--- src/rtl/video_copper.sv ---
// Raster-synchronised register sequencer: walks a command list each frame and
// writes video IO registers at programmed scanlines. Optional: VIDEO_COPPER_HPOS_EN.
module video_copper #(
  parameter int unsigned LIST_DEPTH = 64,
  localparam int unsigned PTR_W = $clog2(LIST_DEPTH)
) (
  input  logic             clk,
  input  logic             reset,
  input  logic             enable,
  input  logic [7:0]       vpos,
  input  logic [9:0]       hpos,
  input  logic             vblank,
  input  logic [7:0]       lst_addr,
  input  logic [7:0]       lst_wrdata,
  input  logic             lst_wren,
  output logic [7:0]       lst_rddata,
  input  logic [3:0]       cpu_io_addr,
  input  logic [7:0]       cpu_io_wrdata,
  input  logic             cpu_io_wren,
  output logic [3:0]       io_addr,
  output logic [7:0]       io_wrdata,
  output logic             io_wren,
  output logic             busy,
  output logic [PTR_W-1:0] cur_ptr
);

  typedef enum logic [2:0] {
    S_IDLE,
    S_FETCH,
    S_WAIT,
    S_WRITE,
    S_DONE
  } state_e;

  state_e           state_q, state_d;
  logic [PTR_W-1:0] ptr_q, ptr_d;
  logic             vblank_q;
  logic             busy_q;
  logic [31:0]      ent_q;
  logic [3:0][7:0]  mem [LIST_DEPTH];

  logic             frame_start_c;
  logic             vblank_rise_c;
  logic             match_c;
  logic             cop_wr_c;
  logic             cop_go_c;
  logic             unused_c;
  logic [PTR_W-1:0] cpu_idx_c;

  logic [7:0]       ent_line_c;
  logic [3:0]       ent_reg_c;
  logic             ent_wait_only_c;
  logic             ent_end_c;
  logic [7:0]       ent_data_c;

  assign cpu_idx_c       = lst_addr[PTR_W+1:2];
  assign ent_line_c      = ent_q[7:0];
  assign ent_reg_c       = ent_q[11:8];
  assign ent_wait_only_c = ent_q[12];
  assign ent_end_c       = ent_q[15];
  assign ent_data_c      = ent_q[23:16];

  assign frame_start_c = vblank_q & ~vblank;
  assign vblank_rise_c = ~vblank_q & vblank;

`ifdef VIDEO_COPPER_HPOS_EN
  assign match_c  = (vpos > ent_line_c) ||
                    ((vpos == ent_line_c) && (hpos[9:2] >= ent_q[31:24]));
  assign unused_c = ^{hpos[1:0], ent_q[14:13]};
`else
  assign match_c  = (vpos >= ent_line_c);
  assign unused_c = ^{hpos, ent_q[31:24], ent_q[14:13]};
`endif

  // List RAM: CPU byte port plus a whole-entry sequencer port; contents survive reset
  always_ff @(posedge clk) begin
    if (lst_wren) begin
      mem[cpu_idx_c][lst_addr[1:0]] <= lst_wrdata;
    end
    lst_rddata <= mem[cpu_idx_c][lst_addr[1:0]];
    if (state_q == S_FETCH) begin
      ent_q <= mem[ptr_q];
    end
  end

  always_ff @(posedge clk) begin
    if (reset) begin
      state_q  <= S_IDLE;
      ptr_q    <= '0;
      vblank_q <= 1'b0;
      busy_q   <= 1'b0;
    end else begin
      state_q  <= state_d;
      ptr_q    <= ptr_d;
      vblank_q <= vblank;
      busy_q   <= (state_d == S_FETCH) || (state_d == S_WAIT) || (state_d == S_WRITE);
    end
  end

  // Next state: enable loss beats frame start, which beats the vblank abort
  always_comb begin
    state_d  = state_q;
    ptr_d    = ptr_q;
    cop_wr_c = 1'b0;
    if (!enable) begin
      state_d = S_IDLE;
    end else if (frame_start_c) begin
      state_d = S_FETCH;
      ptr_d   = '0;
    end else if (vblank_rise_c &&
                 ((state_q == S_FETCH) || (state_q == S_WAIT) || (state_q == S_WRITE))) begin
      state_d = S_DONE;
    end else begin
      case (state_q)
        S_FETCH: state_d = S_WAIT;
        S_WAIT: begin
          if (match_c) begin
            if (ent_end_c) begin
              state_d = S_DONE;
            end else if (ent_wait_only_c) begin
              if (ptr_q == PTR_W'(LIST_DEPTH - 1)) begin
                state_d = S_DONE;
              end else begin
                ptr_d   = ptr_q + PTR_W'(1);
                state_d = S_FETCH;
              end
            end else begin
              state_d = S_WRITE;
            end
          end
        end
        S_WRITE: begin
          if (!cpu_io_wren) begin
            cop_wr_c = 1'b1;
            if (ptr_q == PTR_W'(LIST_DEPTH - 1)) begin
              state_d = S_DONE;
            end else begin
              ptr_d   = ptr_q + PTR_W'(1);
              state_d = S_FETCH;
            end
          end
        end
        default: state_d = state_q;
      endcase
    end
  end

  // Shared write port: CPU passes through unless the copper owns this cycle
  assign cop_go_c  = cop_wr_c & ~reset;
  assign io_addr   = cop_go_c ? ent_reg_c  : cpu_io_addr;
  assign io_wrdata = cop_go_c ? ent_data_c : cpu_io_wrdata;
  assign io_wren   = cop_go_c | cpu_io_wren;
  assign busy      = busy_q;
  assign cur_ptr   = ptr_q;

endmodule
--- config.mk ---
export PLATFORM = sky130hd
export DESIGN_NAME = video_copper
export DESIGN_NICKNAME = d
export VERILOG_FILES = /design/src/rtl/video_copper.sv
export SDC_FILE = /design/constraint.sdc
export NUM_CORES = 2
export LEC_CHECK = 0
export ABC_AREA = 1
export BUFFER_PORTS_ARGS = -buffer_cell sky130_fd_sc_hd__buf_4
export CORE_MARGIN = 4
export CORE_UTILIZATION = 24
export DETAILED_ROUTE_END_ITERATION = 12
export PLACE_DENSITY_LB_ADDON = 0.05
export SYNTH_ARGS = -nofsm -noshare
export SYNTH_HDL_FRONTEND = slang
export SYNTH_SLANG_ARGS = --single-unit
--- constraint.sdc ---
create_clock -name clk -period 10 [get_ports clk]
set_input_delay 1.5 -clock clk [delete_from_list [all_inputs] [get_ports clk]]
set_output_delay 1.5 -clock clk [all_outputs]
set_load 0.05 [all_outputs]
==> flow_summary_export.csv <==
group,metric,value,unit
worst_setup_path,crit_required,8.50,ns
sta,rsz0062_at_grt,"false",
clock_tree,cts_repair_resize_count,0,
route,wl_met2,207000,um
route,wl_met3,22300,um
min_path,min_path_type,"reg2reg",
floorplan,fp.dieH,659,um
finish,multi_input_area,34000,um2
worst_setup_path,start_kind,"flop",
grt,globalRouteTotalUtil,20.4,%
route,drt_iter0_drc,7217,
placed_design,dpl_cell_area,108000,um2
run_status,status,"completed",
placed_design,dp_hpwl,272000,um
grt,grt_pass1_wl,629000,um
sta,fmax,181,MHz
worst_setup_path,path_max_fanout,23,
route,drtAntennaViolNets,0,
placed_design,place_ws,4.18,ns
finish,final_common_cell,"nand2_1",
worst_setup_path,crit_top_cell,"buf_4",
logic_synthesis,syn_avg_cell_area,8.88,um2
route,wl_per_cell,26.7,um
sta,clock_skew,0.0571,ns
finish,num-fill-cells,44560,
finish,syn2layout_area_growth,14.0,%
finish,drive_gt1_share,5.70,%
clock_tree,cts_tree,"yes",
logic_synthesis,yosysUniqueCellTypes,32,
clock_tree,cts-root-buf,"clkbuf_16",
sta,setup_viol,0,
worst_setup_path,cp.arrival,4.03,ns
route,met1_length,213000,um
sta,min_period_over_period,55.3,%
sta,setup_tns,0,ns
clock_tree,post_cts_buffers,0,
power_and_ir_drop,max-vdd-ir-drop,148,uV
floorplan,core,421000,um2
placed_design,place.port_buffers,69,
route,num_vias,80214,
finish,seq_area,62600,um2
worst_setup_path,crit_path_top_delay_cell,"buf_4",
finish,design_area,116000,um2
power_and_ir_drop,p_leak,45.7,nW
finish,layout.cells.non_filler,17124,
logic_synthesis,syn-instance-count,11472,
placed_design,placed_cells,16619,
floorplan,start_util,24.2,%
floorplan,num_io_pins,80,
sta,tightest_slew,1.43,ns
sta,min_period,5.53,ns
power_and_ir_drop,powerDensity,178,nW/um2
sta,drv_slew,0,
clock_tree,clkTransAtPathRegs,0.05,ns
job,drv_cap,0,
clock_tree,worstSkewPairLatency,0.92,ns
route,wirelength,457000,um
clock_tree,htreeDepth,5,
worst_setup_path,path_class,"reg2out",
floorplan,chipWidth,659,um
grt,antenna_found_initial,35,
sta,relSlewSlack,4.13,%
logic_synthesis,synth_warnings,0,
grt,grt_max_degree,170,
placed_design,place.gp.congestion,0.788,
logic_synthesis,synth_nets,11533,
route,drtPass1Iterations,6,
sta,hold_violations,0,
clock_tree,clock-sinks,2089,
floorplan,dieArea,435000,um2
logic_synthesis,synth_seq_cells,2089,
worst_setup_path,cp-end-kind,"output port",
worst_setup_path,critPathMaxStageDelay,0.58,ns
worst_setup_path,r2r_slack,5.35,ns
finish,fin_nets,11320,
logic_synthesis,ys_seq_area_share,61.4,%
floorplan,rows,238,
grt,first_global_vias,76452,
finish,final_cell_mix,"nand2_1 (5,459), edfxtp_1 (2,070), o21ai_0 (973)",
route,top_layer_used,"met5",
route,drc,0,
clock_tree,numCtsBuffers,278,
worst_setup_path,cp_cell_sequence,"inv_1, nor3_2, buf_4, nor2_1, nor3_1, inv_1, nand3_2, buf_4, mux2_2, buf_4",
grt,gr-total-overflow,0,
route,vias_per_cell,4.68,
clock_tree,clock_path_buffers,4,
logic_synthesis,synth_area,102000,um2
sta,fin_ws,4.47,ns
clock_tree,ctsHoldBuffers,0,
==> Yosys cell counts <==
library cell | count | area (um2)
mux2_2 | 12 | 135
a21boi_0 | 1 | 7.51
inv_4 | 1 | 6.26
edfxtp_1 | 2070 | 62200
ha_1 | 9 | 113
a31oi_1 | 1 | 6.26
buf_6 | 44 | 495
nand2_1 | 5464 | 20500
o221ai_1 | 26 | 228
buf_1 | 69 | 259
dfxtp_1 | 19 | 380
o21ai_1 | 150 | 751
o211ai_1 | 64 | 480
nor3_1 | 13 | 65.1
nand3_1 | 234 | 1170
o21a_1 | 1 | 7.51
o21bai_1 | 1 | 7.51
nor3_2 | 6 | 60.1
nor3_4 | 2 | 32.5
buf_8 | 5 | 75.1
buf_4 | 46 | 345
nand4_1 | 77 | 482
clkbuf_1 | 366 | 1370
nor2_1 | 673 | 2530
buf_2 | 222 | 1110
a21oi_1 | 361 | 1810
clkinv_1 | 2 | 7.51
inv_1 | 446 | 1670
xor2_1 | 2 | 17.5
o22ai_1 | 108 | 676
o21ai_0 | 973 | 4870
inv_2 | 4 | 15.0
==> power by group <==
| group | internal [mW] | total [mW] | switching (mW) |
|---|---|---|---|
| combinational | 0.337 | 1.60 | 1.26 |
| sequential | 9.65 | 9.68 | 0.0221 |
| clock | 5.42 | 9.44 | 4.02 |
==> critical path, delay by kind of cell (launching register included) <==
kind	cells	cell delay [ns]
buffers and inverters	5	1.39
and+or+nand+nor	4	0.95
muxes	1	0.39
DFF	1	0.34
==> flip-flops by register name, summed over array words and instances (netlist names) <==
name        flops
lst_rddata      8
busy            1
mem          2048
vblank_q        1
cur_ptr         6
ent_q          22
state_q         3
==> layout make-up <==
class | count | share of cell area, %
clock buffer | 381 | 6.57
multi-input combinational | 8178 | 29.3
inverter | 453 | 1.51
timing repair buffer | 259 | 2.02
sequential | 2089 | 53.9
antenna | 18 | 0.0388
clock inverter | 106 | 0.582
tap | 5640 | 6.08
==> per-stage QoR <==
stage | utilization, % | hold WS [ns] | power, mW
6_report | 27.5 | 0.643 | 20.7
5_1_grt | 27.5 | 0.666 | 21.5
4_1_cts | 27.5 | 0.638 | 21.1
3_5_place_dp | 25.6 | 0.627 | 11.5
3_3_place_gp | 25.6 | 0.610 | 11.5
2_1_floorplan | - | 0.548 | 10.7
==> metal layers <==
| layer | vias up | GRT usage [%] |
|---|---|---|
| met3 | 592 | 2.19 |
| met4 | 2 | 6.60 |
| li1 | 37631 | - |
| met2 | 2458 | 32.4 |
| met1 | 39531 | 28.9 |
| met5 | - | 0 |
==> final timing paths <==
kind                      startpoint                    end  cells after the start
max reg2reg  cur_ptr[0]$_SDFFE_PP0P_    ent_q[19]$_DFFE_PN_                     10
max            state_q[0]$_SDFF_PP0_           io_wrdata[4]                     10
min reg2reg    state_q[1]$_SDFF_PP0_  state_q[1]$_SDFF_PP0_                      4
min            state_q[1]$_SDFF_PP0_  state_q[1]$_SDFF_PP0_                      4
==> logic make-up (layout without fill, tap and decap cells) <==
kind of cell	after synthesis	count (layout)	synth area share, %
AO/OA/AOI/OAI	1686	1686	8.68
other	0	18	0
multiplexers	12	12	0.133
buffers and inverters	1205	1199	5.27
AND/OR/NAND/NOR	6469	6469	24.4
flip-flops	2089	2089	61.4
adder cells (fa/ha/maj)	9	9	0.111
XOR/XNOR	2	2	0.0172
Power figures use the tool's default switching activity.
